`config.mk`:
```
export PLATFORM = sky130hd
export DESIGN_NAME = meduram_lvt
export DESIGN_NICKNAME = d
export VERILOG_FILES = /design/src/rtl/meduram_pkg.sv /design/src/rtl/meduram_lvt_ram.sv /design/src/rtl/meduram_lvt.sv
export SDC_FILE = /design/constraint.sdc
export NUM_CORES = 1
export LEC_CHECK = 0
export ABC_AREA = 1
export BUFFER_PORTS_ARGS = -buffer_cell sky130_fd_sc_hd__buf_2
export CORE_MARGIN = 1
export CORE_UTILIZATION = 30
export CTS_BUF_LIST = sky130_fd_sc_hd__clkbuf_8
export DETAILED_ROUTE_END_ITERATION = 16
export PLACE_DENSITY_LB_ADDON = 0.15
export SYNTH_ARGS = -nofsm -noshare
export SYNTH_HDL_FRONTEND = slang
export SYNTH_SLANG_ARGS = --single-unit
export TNS_END_PERCENT = 50
```
`constraint.sdc`:
```
create_clock -name clk -period 1.8 [get_ports clk]
set_input_delay 0.09 -clock clk [delete_from_list [all_inputs] [get_ports clk]]
set_output_delay 0.09 -clock clk [all_outputs]
set_load 0.02 [all_outputs]
```
`src/rtl/meduram_pkg.sv`:
```
// rtl/meduram_pkg.sv - shared types and helpers for the live-value-table RAM front end
package meduram_pkg;

    // Table initialisation FSM: INIT clears every entry, RUN serves traffic.
    typedef enum logic {
        INIT = 1'b0,
        RUN  = 1'b1
    } state_t;

    // Width of one table entry: enough bits to name any write agent, never zero.
    function automatic int sel_width(input int nb_agents);
        return (nb_agents > 1) ? $clog2(nb_agents) : 1;
    endfunction

endpackage

```
`src/rtl/meduram_lvt_ram.sv`:
```
// rtl/meduram_lvt_ram.sv - live value table storage with per-agent write ports
//
// Ports:
//   clk        clock
//   init_en    clear entry init_addr to agent 0 (overrides agent writes)
//   init_addr  address being cleared
//   wren       per-agent write enable
//   wraddr     per-agent write address, agent i at [ADDR_WIDTH*i +: ADDR_WIDTH]
//   rden       table read enable
//   rdaddr     table read address
//   rdsel      registered table entry (read-first), held when rden=0
//   collide    combinational: two or more agents write the same address now
module lvt_ram #(
    parameter int NB_WRAGENT = 2,
    parameter int ADDR_WIDTH = 9,
    parameter int RAM_DEPTH  = 2**ADDR_WIDTH,
    parameter int SEL_WIDTH  = 1
) (
    input  logic                             clk,
    input  logic                             init_en,
    input  logic [ADDR_WIDTH-1:0]            init_addr,
    input  logic [NB_WRAGENT-1:0]            wren,
    input  logic [ADDR_WIDTH*NB_WRAGENT-1:0] wraddr,
    input  logic                             rden,
    input  logic [ADDR_WIDTH-1:0]            rdaddr,
    output logic [SEL_WIDTH-1:0]             rdsel,
    output logic                             collide
);

    logic [SEL_WIDTH-1:0] mem [RAM_DEPTH];

    // Agents are visited in increasing index order, so when several agents
    // hit the same address the last (highest-index) assignment is the one
    // that lands in the table.
    always_ff @(posedge clk) begin
        if (init_en) begin
            mem[init_addr] <= '0;
        end else begin
            for (int i = 0; i < NB_WRAGENT; i++) begin
                if (wren[i]) begin
                    mem[wraddr[ADDR_WIDTH*i +: ADDR_WIDTH]] <= SEL_WIDTH'(i);
                end
            end
        end
        // Non-blocking read of the array returns the pre-write entry.
        if (rden) begin
            rdsel <= mem[rdaddr];
        end
    end

    always_comb begin
        collide = 1'b0;
        for (int i = 0; i < NB_WRAGENT; i++) begin
            for (int j = i + 1; j < NB_WRAGENT; j++) begin
                if (wren[i] && wren[j] &&
                    (wraddr[ADDR_WIDTH*i +: ADDR_WIDTH] == wraddr[ADDR_WIDTH*j +: ADDR_WIDTH])) begin
                    collide = 1'b1;
                end
            end
        end
    end

endmodule

```
`src/rtl/meduram_lvt.sv`:
```
// rtl/meduram_lvt.sv - live-value-table front end for the multi-agent bank array
//
// Ports:
//   clk, srst            clock, synchronous active-high reset
//   ready                table initialised, traffic accepted
//   wren/wraddr/wrdata   per-agent write request, packed per agent
//   rden/rdaddr          read request
//   rddata/rdvalid       read response, two cycles after rden
//   collision            pulse: same-address multi-agent write last cycle
//   bank_wren/wraddr/wrdata  bank write ports (agent i -> bank i)
//   bank_rden/rdaddr     bank read ports (read broadcast to all banks)
//   bank_rddata          bank read data, one cycle after bank_rden
module meduram_lvt
    import meduram_pkg::*;
#(
    parameter int NB_WRAGENT = 2,
    parameter int ADDR_WIDTH = 9,
    parameter int RAM_DEPTH  = 2**ADDR_WIDTH,
    parameter int DATA_WIDTH = 64,
    parameter int SEL_WIDTH  = sel_width(NB_WRAGENT)
) (
    input  logic                             clk,
    input  logic                             srst,
    output logic                             ready,
    input  logic [NB_WRAGENT-1:0]            wren,
    input  logic [ADDR_WIDTH*NB_WRAGENT-1:0] wraddr,
    input  logic [DATA_WIDTH*NB_WRAGENT-1:0] wrdata,
    input  logic                             rden,
    input  logic [ADDR_WIDTH-1:0]            rdaddr,
    output logic [DATA_WIDTH-1:0]            rddata,
    output logic                             rdvalid,
    output logic                             collision,
    output logic [NB_WRAGENT-1:0]            bank_wren,
    output logic [ADDR_WIDTH*NB_WRAGENT-1:0] bank_wraddr,
    output logic [DATA_WIDTH*NB_WRAGENT-1:0] bank_wrdata,
    output logic [NB_WRAGENT-1:0]            bank_rden,
    output logic [ADDR_WIDTH*NB_WRAGENT-1:0] bank_rdaddr,
    input  logic [DATA_WIDTH*NB_WRAGENT-1:0] bank_rddata
);

    state_t                  state;
    state_t                  state_nxt;
    logic [ADDR_WIDTH-1:0]   cnt;
    logic [NB_WRAGENT-1:0]   run_wren;
    logic                    run_rden;
    logic [SEL_WIDTH-1:0]    rdsel;
    logic                    collide;
    logic [1:0]              rdv_q;
    logic [DATA_WIDTH-1:0]   sel_data;

    // Init FSM: one table entry cleared per cycle, RUN after the last one.
    always_ff @(posedge clk) begin
        if (srst) begin
            state <= INIT;
            cnt   <= '0;
        end else begin
            state <= state_nxt;
            if (state == INIT) begin
                cnt <= cnt + 1'b1;
            end
        end
    end

    always_comb begin
        state_nxt = state;
        case (state)
            INIT: if (cnt == ADDR_WIDTH'(RAM_DEPTH - 1)) state_nxt = RUN;
            RUN:  state_nxt = RUN;
            default: state_nxt = INIT;
        endcase
    end

    assign ready = (state == RUN);

    // Requests are dropped entirely until the table is initialised.
    assign run_wren = wren & {NB_WRAGENT{ready}};
    assign run_rden = rden & ready;

    assign bank_wren   = run_wren;
    assign bank_wraddr = wraddr;
    assign bank_wrdata = wrdata;
    assign bank_rden   = {NB_WRAGENT{run_rden}};
    assign bank_rdaddr = {NB_WRAGENT{rdaddr}};

    lvt_ram #(
        .NB_WRAGENT (NB_WRAGENT),
        .ADDR_WIDTH (ADDR_WIDTH),
        .RAM_DEPTH  (RAM_DEPTH),
        .SEL_WIDTH  (SEL_WIDTH)
    ) u_lvt_ram (
        .clk       (clk),
        .init_en   (state == INIT),
        .init_addr (cnt),
        .wren      (run_wren),
        .wraddr    (wraddr),
        .rden      (run_rden),
        .rdaddr    (rdaddr),
        .rdsel     (rdsel),
        .collide   (collide)
    );

    // rdsel and bank data both become valid one cycle after the request;
    // the mux result is registered on the following edge.
    always_comb begin
        sel_data = '0;
        for (int i = 0; i < NB_WRAGENT; i++) begin
            if (rdsel == SEL_WIDTH'(i)) begin
                sel_data = bank_rddata[DATA_WIDTH*i +: DATA_WIDTH];
            end
        end
    end

    always_ff @(posedge clk) begin
        if (srst) begin
            rdv_q     <= '0;
            rddata    <= '0;
            collision <= 1'b0;
        end else begin
            rdv_q     <= {rdv_q[0], run_rden};
            collision <= collide;
            if (rdv_q[0]) begin
                rddata <= sel_data;
            end
        end
    end

    assign rdvalid = rdv_q[1];

endmodule

```
==> results by group <==
Routing
  – Via count: between 20000 and 30000
  – Routed Antenna Nets: 0
  – Initial drt markers: 2805
  – DRC violations left: 0
  – Drt total wl: roughly 130000 um
  – DRT Pass-1 Iters: 6
  – Routed length per placed instance: roughly 25 um
  – Via-per-instance ratio: around 5.5

Global route
  – Pin count of the biggest net entering global routing: 80
  – Antenna violations before repair: 6
  – First-pass GRT wire length: ~180000 um
  – GR Util All Layers: 0.263
  – Vias in the first global route: 27078
  – Gr ovfl total: 0

Power and ir drop
  – Net load switching power: 7.78 mW
  – Power Total: around 28 mW
  – Clk network pwr share: 0.442
  – Pwr/cell area: between 700 and 800 mW/mm2
  – Internal power component: 20.6 mW
  – Lkg Pwr: ~14 nW
  – Sw frac: 0.274
  – Max VDD drop: between 0.0004 and 0.0005 V
  – Sequential share of power: 0.461
  – Logic pwr share: 0.096

Timing
  – Final Skew: about 0.045 ns
  – RSZ-0062 raised after global routing: yes
  – Setup ws final: -0.173 ns
  – Final Hold Vio Count: 0
  – Worst relative slew slack: 0.197
  – Final period utilization: 1.10
  – Worst Max-Slew Pin Slew: between 1 and 1.5 ns
  – Setup TNS: -26.72 ns
  – Setup violations, final: 455
  – Max Slew Vio Count: 0
  – Fmax: slightly above 500 MHz
  – Fin crit period: between 1.5 and 2 ns

Critical path
  – Crit-path max FO: 16
  – CP max-delay cell: dfxtp_4
  – CP Cell Sequence: nand2_4, nand2_1, o21ai_4, buf_4, nor3_4, buf_6, nand2_4, clkbuf_16, o21ai_0, o21ai_0
  – R2R Setup Slk: -0.17 ns
  – Worst Setup End Kind: flop
  – CP required: roughly 2.4 ns
  – CP arrival: between 2 and 3 ns
  – CP Class: flop to flop
  – Crit start category: flop
  – CP peak stage delay: roughly 0.40 ns

Clocking
  – CTS max path bufs: 3
  – CTS buffer count: roughly 110
  – Clock root cell: clkbuf_8
  – CTS tree: yes
  – H-Tree Depth: 3
  – CTS Sinks: 590
  – Clk slew on worst S/H paths: 0.05 ns
  – Clock Latency Late Sink: around 0.76 ns

Final layout
  – Fin area: 0.0355 mm2
  – Layout cells sized above 1: 0.233
  – Post-Layout Cell Count: between 5000 and 6000
  – Area grow syn2layout: 34.3%
  – Net count, final: approximately 4300
  – Fill count: around 9000

Floorplan
  – Core area: around 0.087 mm2
  – Initial core utilization: 0.304
  – Die Footprint: 0.0893 mm2
  – Die height: around 300 um
  – # rows: approximately 110
  – # IOs: 523
  – DIE WIDTH: 299 um

Placed design
  – DP Cell Count: between 4000 and 5000
  – RD Place Congestion: 0.856
  – Port bufs: between 200 and 300
  – Dpl cell area: just under 0.03 mm2
  – HPWL Detailed: 70400 um
  – Dpl ws: -0.262 ns

Synthesis
  – Sequential area share after synthesis: 0.447
  – Syn_area_per_cell: about 7.3 um2
  – Mapped Cells: between 3000 and 4000
  – Largest area contributor in the netlist: dfxtp_1
  – Simple-Gate Fraction of Synth Area: 0.214
  – Yosys warning count: 0
  – Proportion of synthesized area in mux cells: 0
  – Largest family of logic cells by synthesized area: compound AO/OA/AOI/OAI gates
  – Post-synthesis adder-cell area fraction: 0.000947
  – Post-synth cell types: 33
  – Post-Syn Area: between 0.02 and 0.03 mm2
  – Post-Syn Nets: 3923
  – FF+latch count, synth: 590
  – Xor/xnor share of the synthesized area: 0.00133
  – Top cell type's share of synthesized area: 0.446
  – Main area contributors after synthesis: dfxtp_1 45%, o21ai_0 17%, nand2_1 9.8%
  – Compound-Gate Fraction of Synth Area: 0.238

Outcome
  – Run status: finished with violations
  – Failing checks: setup timing

Flow run
  – Max Cap Viol: 0

Worst hold path
  – Hold WC Path Type: input port to flop
[final timing paths]
check / depth (start not counted) / start / to
setup / recovery: 10 / ready / u_lvt_ram.mem[7]
hold / removal: 5 / wraddr[15] / collision
setup reg to reg: 10 / ready / u_lvt_ram.mem[7]
hold reg to reg: 2 / u_lvt_ram.mem[346] / u_lvt_ram.mem[346]
[power by group through the flow]
stage | clock, mW | combinational, mW | sequential (mW)
after floorplan | 0 | 1.39 | 13.4
after global placement | 0 | 2.16 | 13.4
after detailed placement | 0 | 2.15 | 13.4
after CTS | 12.7 | 2.43 | 13.1
after global routing | 13.4 | 2.85 | 13.1
final | 12.5 | 2.74 | 13.1
[synth_stat cells (all sizes together)]
cell type and count:
nor4 1, o21ai 1106, buf 225, xor2 3, nor3 20, a2111oi 2, inv 44, xnor2 1
a22o 1, or2 2, ha 2, dfxtp 589, edfxtp 1, clkbuf 246, nand2 712, a21oi 134
o22ai 1, nand3 507, nor2 36
[metal layers]
| metal | track usage | up-vias | part of all wire |
|---|---|---|---|
| met5 | 0.00529 | - | 0.00044 |
| met4 | 0.115 | 4 | 0.045 |
| met3 | 0.0503 | 323 | 0.098 |
| met2 | 0.405 | 1449 | 0.44 |
| met1 | 0.355 | 13735 | 0.42 |
| li1 | - | 13083 | - |
[state kept, by name (all words and copies together) (netlist names)]
signal / flops
collision: 1
rdv_q: 2
cnt: 9
rddata: 64
u_lvt_ram.mem: 512
ready: 1
u_lvt_ram.rdsel: 1
[logic make-up (layout without fill, tap and decap cells)]
family | after synthesis | count (layout)
and+or+nand+nor | 1278 | 1282
AOI/OAI and AO/OA | 1244 | 1244
DFF | 590 | 590
buffers and inverters | 515 | 941
xor gates and xnor gates | 4 | 4
adders and majority gates | 2 | 2
other | 0 | 5
[worst max-delay path: cells and delay by family, from the launching register on]
family	cells	cell delay [ns]
AO/OA/AOI/OAI	3	0.32
buffers and inverters	3	0.59
flip-flops	1	0.40
AND/OR/NAND/NOR	4	0.52
[through the flow]
step	utilization	hold WS (ns)
3_3_place_gp	0.342	0.180
6_report	0.408	0.0791
2_1_floorplan	-	0.153
4_1_cts	0.388	0.0122
3_5_place_dp	0.342	0.180
5_1_grt	0.408	0.0695
[area by class of cell]
class | instances | area (um2) | area share
multi-input combinational | 2532 | 13100 | 0.369
sequential | 590 | 11800 | 0.333
timing repair buffer | 713 | 6920 | 0.195
clock buffer | 123 | 1690 | 0.0477
tap | 1155 | 1450 | 0.0407
clock inverter | 61 | 327 | 0.00920
inverter | 44 | 191 | 0.00539
antenna | 5 | 12.5 | 0.000352
[timing repair]
item	CTS	global route
resized for setup	112	531
gates cloned	1	34
hold buffers	148	0
pin swaps	12	40
endpoints found under the setup margin	514	527
hold endpoints to repair	72	0
setup buffers	11	18
[cells in the final DEF (no fill, tap or decap), types with 4 or more instances in the layout]
master | synthesis | final
nand3_1 | 507 | 503
inv_2 | 12 | 11
buf_12 | 0 | 103
inv_1 | 32 | 75
clkbuf_8 | 0 | 123
clkinv_2 | 0 | 4
diode_2 | 0 | 5
a21oi_1 | 134 | 134
o21ai_4 | 3 | 8
o21ai_0 | 920 | 523
buf_8 | 0 | 7
o21ai_1 | 177 | 459
nor3_1 | 17 | 11
nor2_1 | 24 | 20
o21ai_2 | 6 | 116
nand2_4 | 0 | 29
inv_6 | 0 | 4
nand2_2 | 22 | 29
nor2_4 | 8 | 13
nand2_8 | 1 | 16
nor3_2 | 3 | 6
buf_6 | 2 | 28
clkbuf_16 | 0 | 21
buf_2 | 27 | 261
dlygate4sd3_1 | 0 | 148
nand2_1 | 689 | 642
buf_4 | 166 | 143
dfxtp_1 | 589 | 587
(Power assumes the default switching activity.)
